<file path="src/rtl/mips_pkg.sv">
// Shared MIPS datapath constants and types for the architectural register file.
// Latency: n/a (declarations only).
// Backpressure: n/a.
package mips_pkg;

    localparam int REG_COUNT  = 32;
    localparam int REG_ADDR_W = 5;
    localparam int WORD_W     = 32;
    localparam logic [REG_ADDR_W-1:0] REG_ZERO = 5'd0;

    typedef logic [WORD_W-1:0]     word_t;
    typedef logic [REG_ADDR_W-1:0] reg_addr_t;

endpackage

</file>
<file path="src/rtl/regfile_read_port.sv">
// One combinational read port: $zero forcing, optional same-cycle write forwarding, stored-value mux.
// Latency: zero cycles (pure combinational).
// Backpressure: none; always produces a value.
module regfile_read_port
    import mips_pkg::*;
#(
    parameter int DATA_WIDTH = WORD_W,
    parameter int ADDR_WIDTH = REG_ADDR_W,
    parameter int BYPASS     = 1
) (
    input  logic [ADDR_WIDTH-1:0]                         index,
    input  logic [2**ADDR_WIDTH-1:0][DATA_WIDTH-1:0]      regs,
    input  logic                                          wr_en,
    input  logic [ADDR_WIDTH-1:0]                         wr_addr,
    input  logic [DATA_WIDTH-1:0]                         wr_data,
    output logic [DATA_WIDTH-1:0]                         data
);

    // Index 0 always reads zero; otherwise a live matching write wins over storage when forwarding is built in.
    always_comb begin
        data = '0;
        if (index != '0) begin
            if ((BYPASS != 0) && wr_en && (wr_addr == index)) begin
                data = wr_data;
            end else begin
                data = regs[index];
            end
        end
    end

endmodule

</file>
<file path="src/rtl/register_file.sv">
// 32 x 32-bit MIPS GPR file: one synchronous write port, two combinational read ports, hardwired $zero.
// Latency: reads zero cycles; writes visible next cycle, or same cycle on matching read ports when BYPASS=1.
// Backpressure: none; a write is accepted on every enabled edge.
module register_file
    import mips_pkg::*;
#(
    parameter int DATA_WIDTH = WORD_W,
    parameter int ADDR_WIDTH = REG_ADDR_W,
    parameter int BYPASS     = 1
) (
    input  logic                  clk,
    input  logic                  reset,
    input  logic                  RegWrite,
    input  logic [ADDR_WIDTH-1:0] WriteRegister,
    input  logic [DATA_WIDTH-1:0] WriteData,
    input  logic [ADDR_WIDTH-1:0] ReadRegister1,
    input  logic [ADDR_WIDTH-1:0] ReadRegister2,
    output logic [DATA_WIDTH-1:0] ReadData1,
    output logic [DATA_WIDTH-1:0] ReadData2
);

    localparam int DEPTH = 2**ADDR_WIDTH;

    // Entry 0 is cleared by reset and never written, but read ports never consult it anyway.
    logic [DEPTH-1:0][DATA_WIDTH-1:0] regs;

    // A write in a reset cycle is dropped, so it must not be forwarded either.
    logic wr_live;
    assign wr_live = RegWrite && !reset;

    // Storage update: reset clears everything and overrides any pending write; writes to index 0 are ignored.
    always_ff @(posedge clk) begin
        if (reset) begin
            regs <= '0;
        end else if (RegWrite && (WriteRegister != '0)) begin
            regs[WriteRegister] <= WriteData;
        end
    end

    regfile_read_port #(
        .DATA_WIDTH (DATA_WIDTH),
        .ADDR_WIDTH (ADDR_WIDTH),
        .BYPASS     (BYPASS)
    ) u_rd1 (
        .index   (ReadRegister1),
        .regs    (regs),
        .wr_en   (wr_live),
        .wr_addr (WriteRegister),
        .wr_data (WriteData),
        .data    (ReadData1)
    );

    regfile_read_port #(
        .DATA_WIDTH (DATA_WIDTH),
        .ADDR_WIDTH (ADDR_WIDTH),
        .BYPASS     (BYPASS)
    ) u_rd2 (
        .index   (ReadRegister2),
        .regs    (regs),
        .wr_en   (wr_live),
        .wr_addr (WriteRegister),
        .wr_data (WriteData),
        .data    (ReadData2)
    );

endmodule
</file>
<file path="config.mk">
export PLATFORM = sky130hd
export DESIGN_NAME = register_file
export DESIGN_NICKNAME = d
export VERILOG_FILES = /design/src/rtl/mips_pkg.sv /design/src/rtl/regfile_read_port.sv /design/src/rtl/register_file.sv
export SDC_FILE = /design/constraint.sdc
export NUM_CORES = 2
export LEC_CHECK = 0
export CAP_MARGIN = 20
export CELL_PAD_IN_SITES_DETAIL_PLACEMENT = 2
export CELL_PAD_IN_SITES_GLOBAL_PLACEMENT = 2
export CORE_ASPECT_RATIO = 0.9
export CORE_MARGIN = 3
export CORE_UTILIZATION = 45
export CTS_BUF_LIST = sky130_fd_sc_hd__clkbuf_8
export DETAILED_ROUTE_END_ITERATION = 10
export MAX_ROUTING_LAYER = met4
export PLACE_DENSITY_LB_ADDON = 0.1
export SLEW_MARGIN = 30
export SYNTH_ARGS = -nofsm -noshare
export SYNTH_HDL_FRONTEND = slang
export SYNTH_HIERARCHICAL = 1
export SYNTH_SLANG_ARGS = --single-unit
</file>
<file path="constraint.sdc">
create_clock -name clk -period 2.7 [get_ports clk]
set_input_delay 0.27 -clock clk [delete_from_list [all_inputs] [get_ports clk]]
set_output_delay 0.27 -clock clk [all_outputs]
set_load 0.02 [all_outputs]
</file>
==> metrics.md <==
| Metric | Value |
|---|---|
| Status | `finished, violations left` |
| Failing checks | `capacitance limit, slew limit, setup timing` |
| Post-DR wirelength/cell | `52.5 µm` |
| Crit. End Element | `output port` |
| Initial DRC Count | `about 9.2k` |
| CTS tree | `built` |
| Largest register FFs | `1024` |
| Non-Filler Instances | `7523` |
| DR vias | `approximately 58k` |
| Placement Cell Area | `64200 µm²` |
| Max IR drop VDD | `between 0.4 and 0.5 mV` |
| I/O pin total | `114` |
| Regs by FF count | `regs: 1024 flops` |
| Gr usage total | `0.460` |
| Clock Latency Late Sink | `1060 ps` |
| Maximum clock path buffer count | `3` |
| Count leader, synth | `mux2i_1` |
| DRC | `0` |
| CP Cell Sequence | `mux2i_1 > a221oi_2 > buf_4 > o21ai_2 > a2111oi_2 > a311o_1 > buf_6` |
| PortBufs | `113` |
| Die width | `approximately 380 µm` |
| Clock-pin slew of the registers on the worst-case setup and hold paths | `roughly 80 ps` |
| CTS root buf | `clkbuf_8` |
| FF-to-FF path depth | `2` |
| Crit. path cell count | `7` |
| Share of Yosys cell area claimed by the top area cell type | `0.358` |
| Remaining Overflow, GRT | `0` |
| Final setup fails | `65` |
| Setup tns final | `-37580 ps` |
| HPWL after DPL | `164 mm` |
| WHS Path Cells | `4` |
| Max-slew violations | `1` |
| Top reg by flops | `regs` |
| Detail Route Antenna Nets | `0` |
| Worst hold path class | `input port to flip-flop` |
| Worst Path Required | `2430 ps` |
| Worst slew margin | `-0.0234` |
| Syn Area/Cell | `between 10 and 15 µm²` |
| Crit path kind | `flip-flop to output port` |
| Netlist Area Pre-Place | `57200 µm²` |
| Placed insts | `around 7k` |
| Synth async-reset ratio | `0` |
| CP Buf/Inv Count | `2` |
| First-pass GRT wire length | `429 mm` |
| Post-route cell area | `71700 µm²` |
| Setup Skew | `0 ps` |
| Crit path time final | `3730 ps` |
| Top cells by count, synth | `mux2i_1, nand2b_1, dfxtp_1` |
| Fillcell total | `11.6k` |
| Inserted Clock Buffers | `181` |
| P_leak | `approximately 33 nW` |
| Worst path max stage delay | `610 ps` |
| Critical path startpoint category | `flip-flop` |
| Synth Flop Type | `dfxtp_1` |
| Die Area | `132000 µm²` |
| Yosys warns | `6` |
| Layout area overhead | `25.3%` |
| Drt first pass iters | `6` |
| WHS | `about 87 ps` |
| Final wirelength | `395 mm` |
| Gate Count Post-Synth | `5137` |
| Post-synth EDFFs | `0` |
| Nets | `5674` |
| Starting Density | `0.456` |
| Max Cap Viol | `1` |
| Power Total | `38.7 mW` |
| Crit path max fanout | `3` |
| Hold Vio Cnt, Final | `0` |
| Synth unique cells | `65` |
| Final worst slack | `-1030 ps` |
| PwrDens | `539 nW/µm²` |
| Sequential element share of the synthesized area | `0.358` |
| DR vias/cell | `7.71` |
| Seq cells post-synth | `1024` |
| Vias in the first global route | `~56k` |
| Largest net degree at the start of global routing | `252` |
| FP Rows | `123` |
| CP max-delay cell | `a311o_1` |
| Die Y | `344 µm` |
| Antenna violations before repair | `11` |
| Part of the cycle the worst path needs | `1.38` |
| RSZ-0062 raised after global routing | `yes` |
| CP top delay family | `compound AO/OA/AOI/OAI gates` |
| H-tree level count | `4` |
| Core area | `126000 µm²` |
| Most area-consuming cells after synthesis | `dfxtp_1, mux2i_1, mux4_2, nand2b_1, clkbuf_1` |
| Least-Margin Pin Slew | `1490 ps` |
| Area leader, netlist | `dfxtp_1` |
| Syn Nets | `5187` |
| Clk sinks | `roughly 1k` |
| Crit path DAT | `3460 ps` |
| GPL Wtd Cong | `0.881` |
| Share of cells above drive strength 1 | `0.363` |
| Achievable Freq | `268 MHz` |
[per-layer routing]
| layer | GRT usage | routed length [µm] |
|---|---|---|
| met1 | 0.537 | 131000 |
| met2 | 0.707 | 161000 |
| met3 | 0.122 | 56600 |
| met4 | 0.290 | 46300 |
| met5 | - | 0 |
[area by class of cell]
class,instances,area (µm²),share of cell area
tap,1687,2110,0.0294
clock inverter,91,628,0.00876
inverter,6,22.5,0.000314
clock buffer,225,3100,0.0432
multi-input combinational,3572,36100,0.503
sequential,1024,20800,0.290
antenna,79,198,0.00276
timing repair buffer,839,8760,0.122
[cells by family (layout without fill, tap and decap cells)]
group           count (synthesis)  count (layout)  share of synthesized area
simple gates                 1382            1382                      0.147
mux                          1680            1680                      0.371
flops                        1024            1024                      0.358
other cells                     0              79                          0
compound gates                500             500                     0.0633
buf+inv                       541            1161                     0.0593
xor+xnor                       10              10                    0.00153
[layout by cell type, fill, tap and decap left out, drive strengths merged, types with 80 or more instances in the layout]
cell type  count
a221oi        80
nand2        112
o21ai         84
buf          797
nand2b      1038
dfxtp       1024
mux4         346
clkbuf       227
mux2i       1304
a21oi         80
[worst paths after layout]
kind	start	end	slack [ps]
max	regs[755]$_SDFFE_PP0P_	ReadData2[19]	-1030
min	reset	regs[918]$_SDFFE_PP0P_	90
max reg2reg	regs[903]$_SDFFE_PP0P_	regs[903]$_SDFFE_PP0P_	750
min reg2reg	regs[575]$_SDFFE_PP0P_	regs[575]$_SDFFE_PP0P_	500
[metrics by stage]
step           worst slack [ps]   util
2_1_floorplan               468      -
3_3_place_gp               -872  0.511
3_5_place_dp               -896  0.511
4_1_cts                    -703  0.557
5_1_grt                    -998  0.571
6_report                  -1030  0.571
[where the power goes]
group	internal, mW	switching [mW]
clock	8.27	9.21
combinational	2.19	3.64
sequential	15.2	0.147
[worst register-to-register path, cell delays in order (launching register included)]
cell and delay [ps]:
dfxtp_1 460, nand2b_1 110, mux2i_1 1140
[timing repair]
action,CTS,global route
pin swaps,169,143
gates resized for setup,804,333
endpoints found under the setup margin,64,64
setup buffers,34,46
hold buffers,2,0
cloned,0,1
hold endpoints to repair,25,0
(Power assumes the default switching activity.)
